### src/rtl/pll_supervisor.sv
// rtl/pll_supervisor.sv - PLL start-up, lock supervision and staggered domain reset release.
// Optional macro PLL_SUPERVISOR_DROP_FILTER_EN: require 4 consecutive low lock cycles before relock.
module pll_supervisor #(
   parameter int unsigned PLL_RST_CYCLES = 16,
   parameter int unsigned LOCK_TIMEOUT   = 250000,
   parameter int unsigned STABLE_CYCLES  = 1024,
   parameter int unsigned MAX_RETRIES    = 3,
   parameter int unsigned NUM_DOMAINS    = 3,
   parameter int unsigned RELEASE_GAP    = 8
) (
   input  logic                   clk,
   input  logic                   rst_n,
   input  logic                   pll_locked,
   input  logic                   force_relock,
   output logic                   pll_rst,
   output logic [NUM_DOMAINS-1:0] rst_out_n,
   output logic                   ready,
   output logic                   fault,
   output logic [3:0]             retry_count
);

   typedef enum logic [2:0] {
      S_PLL_RESET,
      S_WAIT_LOCK,
      S_STABILIZE,
      S_RELEASE,
      S_RUN,
      S_FAULT
   } state_t;

   localparam logic [31:0] C_RST_LAST     = 32'(PLL_RST_CYCLES - 1);
   localparam logic [31:0] C_TIMEOUT_LAST = 32'(LOCK_TIMEOUT - 1);
   localparam logic [31:0] C_STABLE_LAST  = 32'(STABLE_CYCLES - 1);
   localparam logic [31:0] C_RELEASE_LAST = 32'(NUM_DOMAINS * RELEASE_GAP - 1);
   localparam logic [3:0]  C_MAX_RETRIES  = 4'(MAX_RETRIES);

   state_t                 r_state;
   logic [31:0]            r_cnt;
   logic                   r_sync1;
   logic                   r_lock_s;
   logic                   r_pll_rst;
   logic [NUM_DOMAINS-1:0] r_rst_out_n;
   logic                   r_ready;
   logic                   r_fault;
   logic [3:0]             r_retry;
   logic [NUM_DOMAINS-1:0] w_rel_mask;
   logic                   w_drop;

   always_ff @(posedge clk or negedge rst_n) begin
      if (!rst_n) begin
         r_sync1  <= 1'b0;
         r_lock_s <= 1'b0;
      end else begin
         r_sync1  <= pll_locked;
         r_lock_s <= r_sync1;
      end
   end

`ifdef PLL_SUPERVISOR_DROP_FILTER_EN
   // Counts consecutive low lock_s cycles while domains are (being) released.
   logic [1:0] r_drop_cnt;

   always_ff @(posedge clk or negedge rst_n) begin
      if (!rst_n) begin
         r_drop_cnt <= 2'd0;
      end else if ((r_state == S_RELEASE || r_state == S_RUN) && !r_lock_s) begin
         r_drop_cnt <= r_drop_cnt + 2'd1;
      end else begin
         r_drop_cnt <= 2'd0;
      end
   end

   assign w_drop = !r_lock_s && (r_drop_cnt == 2'd3);
`else
   assign w_drop = !r_lock_s;
`endif

   // Domains whose release point has been reached on the coming edge.
   always_comb begin
      w_rel_mask = '0;
      for (int i = 0; i < int'(NUM_DOMAINS); i++) begin
         if (r_cnt + 32'd1 >= 32'(i * RELEASE_GAP)) begin
            w_rel_mask[i] = 1'b1;
         end
      end
   end

   always_ff @(posedge clk or negedge rst_n) begin
      if (!rst_n) begin
         r_state     <= S_PLL_RESET;
         r_cnt       <= '0;
         r_pll_rst   <= 1'b1;
         r_rst_out_n <= '0;
         r_ready     <= 1'b0;
         r_fault     <= 1'b0;
         r_retry     <= '0;
      end else begin
         case (r_state)
            S_PLL_RESET: begin
               if (r_cnt == C_RST_LAST) begin
                  r_state   <= S_WAIT_LOCK;
                  r_cnt     <= '0;
                  r_pll_rst <= 1'b0;
               end else begin
                  r_cnt <= r_cnt + 32'd1;
               end
            end
            S_WAIT_LOCK: begin
               if (r_lock_s) begin
                  r_state <= S_STABILIZE;
                  r_cnt   <= '0;
               end else if (r_cnt == C_TIMEOUT_LAST) begin
                  r_cnt     <= '0;
                  r_pll_rst <= 1'b1;
                  if (r_retry == C_MAX_RETRIES) begin
                     r_state <= S_FAULT;
                     r_fault <= 1'b1;
                  end else begin
                     r_state <= S_PLL_RESET;
                     r_retry <= r_retry + 4'd1;
                  end
               end else begin
                  r_cnt <= r_cnt + 32'd1;
               end
            end
            S_STABILIZE: begin
               if (!r_lock_s) begin
                  r_state <= S_WAIT_LOCK;
                  r_cnt   <= '0;
               end else if (r_cnt == C_STABLE_LAST) begin
                  r_state     <= S_RELEASE;
                  r_cnt       <= '0;
                  r_rst_out_n <= NUM_DOMAINS'(1);
               end else begin
                  r_cnt <= r_cnt + 32'd1;
               end
            end
            S_RELEASE: begin
               if (w_drop) begin
                  r_state     <= S_PLL_RESET;
                  r_cnt       <= '0;
                  r_pll_rst   <= 1'b1;
                  r_rst_out_n <= '0;
                  r_ready     <= 1'b0;
                  r_retry     <= '0;
               end else if (r_cnt == C_RELEASE_LAST) begin
                  r_state     <= S_RUN;
                  r_cnt       <= '0;
                  r_rst_out_n <= '1;
                  r_ready     <= 1'b1;
               end else begin
                  r_cnt       <= r_cnt + 32'd1;
                  r_rst_out_n <= w_rel_mask;
               end
            end
            S_RUN: begin
               if (w_drop || force_relock) begin
                  r_state     <= S_PLL_RESET;
                  r_cnt       <= '0;
                  r_pll_rst   <= 1'b1;
                  r_rst_out_n <= '0;
                  r_ready     <= 1'b0;
                  r_retry     <= '0;
               end
            end
            S_FAULT: begin
               r_pll_rst   <= 1'b1;
               r_rst_out_n <= '0;
               r_ready     <= 1'b0;
               r_fault     <= 1'b1;
            end
            default: begin
               r_state <= S_PLL_RESET;
               r_cnt   <= '0;
            end
         endcase
      end
   end

   assign pll_rst     = r_pll_rst;
   assign rst_out_n   = r_rst_out_n;
   assign ready       = r_ready;
   assign fault       = r_fault;
   assign retry_count = r_retry;

endmodule

### config.mk
export PLATFORM = sky130hd
export DESIGN_NAME = pll_supervisor
export DESIGN_NICKNAME = d
export VERILOG_FILES = /design/src/rtl/pll_supervisor.sv
export SDC_FILE = /design/constraint.sdc
export NUM_CORES = 1
export LEC_CHECK = 0
export CORE_UTILIZATION = 50
export DETAILED_ROUTE_END_ITERATION = 16
export PLACE_DENSITY = 0.68
export SLEW_MARGIN = 20
export SYNTH_ARGS = -nofsm -noshare
export SYNTH_HDL_FRONTEND = slang
export SYNTH_SLANG_ARGS = --single-unit
export TNS_END_PERCENT = 10
### constraint.sdc
create_clock -name clk -period 4.56 [get_ports clk]
set_clock_uncertainty 0.2 [all_clocks]
set_input_delay 1.14 -clock clk [delete_from_list [all_inputs] [get_ports clk]]
set_output_delay 1.14 -clock clk [all_outputs]
set_load 0.02 [all_outputs]
* Yosys cells after proc, flatten, opt, wreduce, memory -nomap -nowiden *
Index checks and enable logic that the tools add are counted.

storage, ports and cells
  input bits = 4
  bits in registers = 47
  logic and storage cells = 99
  output and inout bits = 10

operators by class
  add/sub/neg operators = 2
  multiplexer cells = 47
  bitwise logic cells = 1
  reduce and logical (&&, ||, !) cells = 15
  equal/unequal tests = 22
  magnitude comparators = 3

operators with widths
  operator               number
  $mux 32                8
  $pmux 32 s6            1
  $mux 3                 13
  $add 32x1->32 const B  1
  $eq 32x10->1 const B   1
  $eq 32x18->1 const B   1
  $eq 32x4->1 const B    1
  $eq 32x5->1 const B    1
  $ge 32x1->1 const B    1
  $ge 32x4->1 const B    1
  $ge 32x5->1 const B    1
  $mux 4                 5
  $ne 2x2->1 const B     9
  $pmux 3 s6             1
  $reduce_and 6->1       3
  $mux 1                 14
  $pmux 3 s4             1
  $pmux 4 s3             1
  $ne 3x3->1 const B     3
  $reduce_and 4->1       2
  $eq 3x2->1 const B     2
  $eq 3x3->1 const B     2
  $reduce_bool 3->1      2
  $pmux 1 s5             1
  other kinds (14)       14

* Logic depth before layout (Yosys ltp) *
  word-level depth = 6
  depth in mapped cells = 11
  mapped depth without buffers = 8

* Least setup slack after synthesis *
OpenSTA, ideal clock, no wires.

  path kind = reg-to-reg
  from = reg r_cnt[9]
  to = reg r_cnt[10]
  clock period less this slack = 2787 ps
  data arrival time = 2444 ps
  setup time = 142 ps
  path buffers = 3
  cell stages (with the launch flop) = 11
  data required time = 4218 ps
  slack = 1773 ps
  cells stage by stage = dfrtp_1 buf_6 or4_4 or3_4 o41ai_4 or2_4 nand2_4 buf_6 buf_6 a21oi_1 a31oi_1

between the ends
  longest elaborated chain between the ends = 4
  elaborated cells between the ends (all ways) = 13
  those cells by class = add/sub: 1; eq/ne: 4; mux: 8

RTL lines
  element                                      RTL line       RTL
  from (decl)                                  38             logic [31:0] r_cnt;
  from (signal assigned)                       105            r_cnt <= r_cnt + 32'd1;
  from (signal assigned)                       123            r_cnt <= r_cnt + 32'd1;
  from (signal assigned)                       135            r_cnt <= r_cnt + 32'd1;
  $add 32x1->32, or another cell as far along  -
  $mux 32 (on tied branches)                   146, 112, 130
  $mux 32 (on tied branches)                   139, 109, 127
  $pmux 32 s6 (*)                              98             case (r_state)

Every way passes the cells marked *; elsewhere a longest branch is shown, timed or not.
A chain may end at the register's enable or synchronous reset.

* Final worst setup path *
  from = reg r_cnt[14]
  to = reg r_cnt[20]

Same word-level chain as after synthesis.

==> reports/summary.txt <==
Run status: complete, no violations
Clk pwr share: 16.1%
Setup TNS: 0 ps
Post-synthesis register bit count: 47
Max clock buf depth: 2
FF-to-FF path depth: 7
Residual DRC count: 0
Hold_sp: r_sync1
Mean area per synthesized cell: 8.13 µm²
Worst IR Drop VDD: 380 µV
Chip Height: 83.6 µm
Yosys warnings: 0
RSZ-0062 raised after global routing: no
Synthesized cell area: 3330 µm²
DRT Pass-1 Iters: 5
Startpoint Class: register
Type of destination of the critical path: register
Vias in the first global route: 2890
CTS tree: yes
HPWL Detailed: 6.09 mm
Cts bufs inserted: 5
Final setup vio count: 0
Critical path peak fanout: 49
Crit path DAT: 3320 ps
Dominant cell type by area after synthesis: dfrtp_1
Logic gate share of total power: 47.0%
Final net count: 402
Leak: 1.32 nW
Antenna diode count: 0
Largest net degree at the start of global routing: 50
Yosys top cell area share: 34.6%
Tot Pwr: 1.61 mW
I/O pin count: 14
P&R area growth vs syn: 4.63%
Switching power total: 0.736 mW
Switching share of power: 45.8%
Least-Margin Pin Slew: 672 ps
Syn_nets: 415
# hold bufs at CTS: 0
Async set-or-reset flop fraction in the synthesized netlist: 100%
H-Tree Level Count: 2
Post-synthesis sequential area ratio: 35.4%
Total gr overflow: 0
Area contributors post-synth: dfrtp_1 35%, nand2_1 5.2%, a31oi_1 4.7%, a21oi_1 3.8%, nand3_1 3.6%
DIE AREA: 6980 µm²
Pwr dens: 462 nW/µm²
HP Class: reg -> reg
Library cells used by synthesis: 63
Max-cap violations: 0
Via count: 3166
Fin crit period: 3330 ps
P_int: 0.872 mW
Synth Flop Type: dfrtp_1
Number of port buffers: 13
R2R Setup Slk: 1230 ps
Post-CTS Resized: 0
Per-cell routed wire length: 18.5 µm
Post CTS Setup Buffer Count: 0
CTS sink count: 47
Die Width: 83.6 µm
Vias per std cell: 6.68
Critical Path RT: 4560 ps
Routed WL: 8.78 mm
Overall global routing resource usage: 25.9%
R2r endpoint: r_cnt[20]
Syn Inst Count: 409
Crit path kind: reg -> reg
Sequential Power Share: 36.9%
Reg clk slew, reported paths: 90 ps
Design area: 3480 µm²
Hold EP: r_lock_s
1st-iter DRT viols: 292
Routability congestion estimate: 0.985
Initial core utilization: 52.1%
FP Rows: 29
Layout cell share with drive strength beyond 1: 7.05%
Slew margin rel.: 55.2%
Clock Tree Root: clkbuf_8
ANT nets after route: 0
First-pass GRT wire length: 14.6 mm
Achievable Freq: 0.300 GHz
Placed Area: 3390 µm²
WHS Path Cells: 0
EDFF count, synth: 0
Max Slew Vio Count: 0
Core ar.: 6390 µm²
Fin. Hold Viols: 0
RR Startpoint: r_cnt[14]
Period Utilization, post-route: 73.0%
Initial antenna violation count: 0
Clk Latency, worst-skew pair: 310 ps
[worst max-delay path, cell delays in order, from the launching register on]
cell      delay [ps]
dfrtp_1          470
or4_1            550
nor3_1           430
o211ai_1         220
a31oi_2          400
nand2_4          370
and3_1           310
a221o_1          250
[registers in the layout, summed over array words and instances, names as in the netlist]
name and count:
retry_count 4, r_lock_s 1, rst_out_n 3, pll_rst 1, r_cnt 32, fault 1, ready 1, r_sync1 1
r_state 3
[cell usage after synthesis, drive strengths merged (3+ instances only)]
master  number
buf         14
o21ai       19
nor2        31
a21oi       25
dfrtp       46
and4         5
o22ai        5
nor4        15
and3         6
nor3        12
nand2       48
o31ai        5
a31oi       27
or3          8
nand4       18
inv          7
mux2i        4
nor2b        4
xnor2        5
xor2         5
nand2b       6
or4          3
a221o        3
a22oi        4
and2         5
nand3       24
clkbuf      23
a22o         3
[layer usage]
layer	up-vias	global-route usage [%]	part of all wire (%)
met5	-	0	0
met4	0	10.5	3.0
met3	24	3.76	5.3
met2	114	39.8	46
met1	1531	36.5	46
li1	1497	-	-
[layout by cell type, fill, tap and decap left out, types with 3 or more instances in the layout]
| cell | count |
|---|---|
| nand4_1 | 18 |
| a221o_1 | 3 |
| a22oi_1 | 4 |
| clkdlybuf4s50_1 | 12 |
| buf_4 | 5 |
| nand2_1 | 46 |
| and3_1 | 6 |
| o21ai_0 | 17 |
| a22o_1 | 3 |
| inv_1 | 7 |
| and4_1 | 5 |
| xnor2_1 | 5 |
| and2_1 | 3 |
| dfrtp_1 | 46 |
| o22ai_1 | 5 |
| nand2b_1 | 6 |
| mux2i_1 | 4 |
| xor2_1 | 5 |
| or3_1 | 7 |
| nor2_1 | 31 |
| a31oi_1 | 25 |
| a21oi_1 | 25 |
| nor4_1 | 13 |
| nor2b_1 | 4 |
| o31ai_1 | 4 |
| nor3_1 | 12 |
| nand3_1 | 24 |
| clkbuf_8 | 5 |
[power by group through the flow]
stage               registers (mW)  clock network [mW]  logic (mW)
finish                       0.594               0.258       0.756
global route                 0.607               0.277       0.832
CTS                          0.590               0.263       0.754
detailed placement           0.599                   0       0.751
global placement             0.597                   0       0.742
floorplan                    0.577                   0       0.637
[logic make-up (layout without fill, tap and decap cells)]
logic type | after synthesis | in the layout | share of synthesized area [%]
AO/OA/AOI/OAI | 109 | 109 | 22.6
XOR/XNOR | 10 | 10 | 2.63
flip-flops | 47 | 47 | 35.4
AND/OR/NAND/NOR | 192 | 192 | 30.7
adder cells (fa/ha/maj) | 2 | 2 | 0.752
buffers and inverters | 44 | 32 | 6.39
multiplexers | 5 | 5 | 1.54
[final cells by class]
type / count / area [µm²]
fill: 615 / 2910
multi-input combinational: 318 / 1940
sequential: 47 / 1180
timing repair buffer: 17 / 158
tap: 77 / 96.3
clock buffer: 6 / 72.6
inverter: 7 / 26.3
clock inverter: 2 / 13.8
[per-stage QoR]
step	instances	worst slack, ps	utilization (%)	hold slack (ps)
2_1_floorplan	409	1770	-	131
3_3_place_gp	466	1340	53.1	133
3_5_place_dp	466	1290	53.1	140
4_1_cts	474	1280	54.5	161
5_1_grt	474	1090	54.5	160
6_report	474	1230	54.5	159
[how the worst max path moves through the flow]
stage / to / slack (ps) / start
after CTS: r_cnt[20] / 1280 / r_cnt[14]
after floorplan: r_cnt[10] / 1770 / r_cnt[9]
final: r_cnt[20] / 1230 / r_cnt[14]
after global placement: r_cnt[20] / 1340 / r_cnt[8]
after detailed placement: r_cnt[27] / 1290 / r_cnt[14]
after global routing: r_cnt[20] / 1090 / r_cnt[14]
(Power assumes the default switching activity.)
==> patch, RTL diff (config.mk and constraints unchanged) <==
Add a define of `PLL_SUPERVISOR_DROP_FILTER_EN`.
--- a/src/rtl/pll_supervisor.sv
+++ b/src/rtl/pll_supervisor.sv
@@ -1,4 +1,6 @@
 // rtl/pll_supervisor.sv - PLL start-up, lock supervision and staggered domain reset release.
 // Optional macro PLL_SUPERVISOR_DROP_FILTER_EN: require 4 consecutive low lock cycles before relock.
+`define PLL_SUPERVISOR_DROP_FILTER_EN
+
 module pll_supervisor #(
    parameter int unsigned PLL_RST_CYCLES = 16,
Check against the original RTL: no difference found for any inputs over 10 cycles, from zero or initial values and one cycle with rst_n low; that may be too few to reach the edited logic, so the function may still have changed.
==> patch against the original RTL <==
- maximum frequency decreased by 4.3%
- critical path depth grew 1
- clock power up 3%
- total power rose by 24%
- area after synthesis grew 4.1%
- hold slack lost 0.0028 ns
- sequential cell count is 2 higher
- design area is 2.9% higher
- largest cell class unchanged
- setup slack worse by 0.15 ns
- wire length shrank 5.9%
- highest routed layer unchanged
==> patch: results <==
<?xml version="1.0" encoding="UTF-8"?>
<metrics>
  <group name="sta">
    <metric name="max_slew_margin" unit="%">55.0</metric>
  </group>
  <group name="setup_path">
    <metric name="worstRegToRegCells" unit="">8</metric>
    <metric name="r2r_slack" unit="ns">1.08</metric>
    <metric name="longest_individual_stage_delay_on_the_worst_path" unit="ns">0.62</metric>
    <metric name="worstPathArrival" unit="ns">3.45</metric>
    <metric name="reg2reg_from" unit="">r_cnt[0]</metric>
  </group>
  <group name="route">
    <metric name="post_drt_wl_per_cell" unit="um">17.4</metric>
    <metric name="detailroute.via_count" unit="">3119</metric>
    <metric name="routed-wl-met3" unit="um">421</metric>
    <metric name="drt-pass1-iter-count" unit="">7</metric>
    <metric name="drt-met1-wl" unit="um">4110</metric>
    <metric name="met2WireLength" unit="um">3660</metric>
  </group>
  <group name="finish">
    <metric name="inverters" unit="">9</metric>
    <metric name="clkCellAreaFrac" unit="%">2.55</metric>
    <metric name="n_multi_input_combinational_cell" unit="">316</metric>
    <metric name="num-clock-buffers" unit="">5</metric>
    <metric name="nFillCells" unit="">616</metric>
    <metric name="layout-drive-gt1-share" unit="%">7.56</metric>
    <metric name="multi_input_area" unit="um^2">1990</metric>
    <metric name="layout.buffer.nonclock.area_share" unit="%">3.98</metric>
    <metric name="sh_seq_area" unit="%">34.3</metric>
  </group>
  <group name="grt">
    <metric name="grtUsageMet1" unit="%">36.7</metric>
    <metric name="grt_start_max_net_pins" unit="">53</metric>
    <metric name="grt_use_total" unit="%">24.1</metric>
    <metric name="grt.met3_usage" unit="%">3.99</metric>
  </group>
  <group name="synth">
    <metric name="netlist_top_cells_area" unit="">dfrtp_1 35%, a31oi_1 4.9%, a21oi_1 4.5%, nand2_1 3.7%, nand3_1 3.0%</metric>
    <metric name="share_of_synthesized_area_occupied_by_flip_flops_and_latches" unit="%">35.5</metric>
    <metric name="yosys_cell_types" unit="">59</metric>
    <metric name="synth-compound-area-share" unit="%">21.3</metric>
    <metric name="muxShareOfSynthArea" unit="%">1.16</metric>
  </group>
  <group name="clock_network">
    <metric name="cts.sinks" unit="">49</metric>
  </group>
  <group name="run_status">
    <metric name="run_status" unit="">complete, no violations</metric>
  </group>
  <group name="pwr">
    <metric name="vdd_drop_max" unit="V">0.000282</metric>
  </group>
  <group name="placement">
    <metric name="detailedPlacementHpwl" unit="um">5770</metric>
    <metric name="placed_area" unit="um^2">3490</metric>
  </group>
</metrics>
[patch: per-stage QoR]
step | instances | worst slack [ns] | hold WS [ns] | power, mW
after floorplan | 414 | 1.66 | 0.131 | 1.50
after global placement | 466 | 1.29 | 0.132 | 1.69
after detailed placement | 466 | 1.15 | 0.137 | 1.72
after CTS | 474 | 1.13 | 0.155 | 1.99
after global routing | 474 | 0.928 | 0.173 | 2.15
final | 474 | 1.08 | 0.156 | 1.99
[patch: worst max-delay path by stage]
stage / cells past startpoint / to / startpoint / slack (ns)
final: 8 / rst_out_n[1] / r_cnt[0] / 1.08
after global routing: 8 / rst_out_n[1] / r_cnt[0] / 0.93
after CTS: 8 / rst_out_n[1] / r_cnt[0] / 1.13
after detailed placement: 8 / rst_out_n[1] / r_cnt[0] / 1.15
after global placement: 8 / rst_out_n[1] / r_cnt[0] / 1.29
after floorplan: 9 / rst_out_n[1] / r_cnt[0] / 1.66
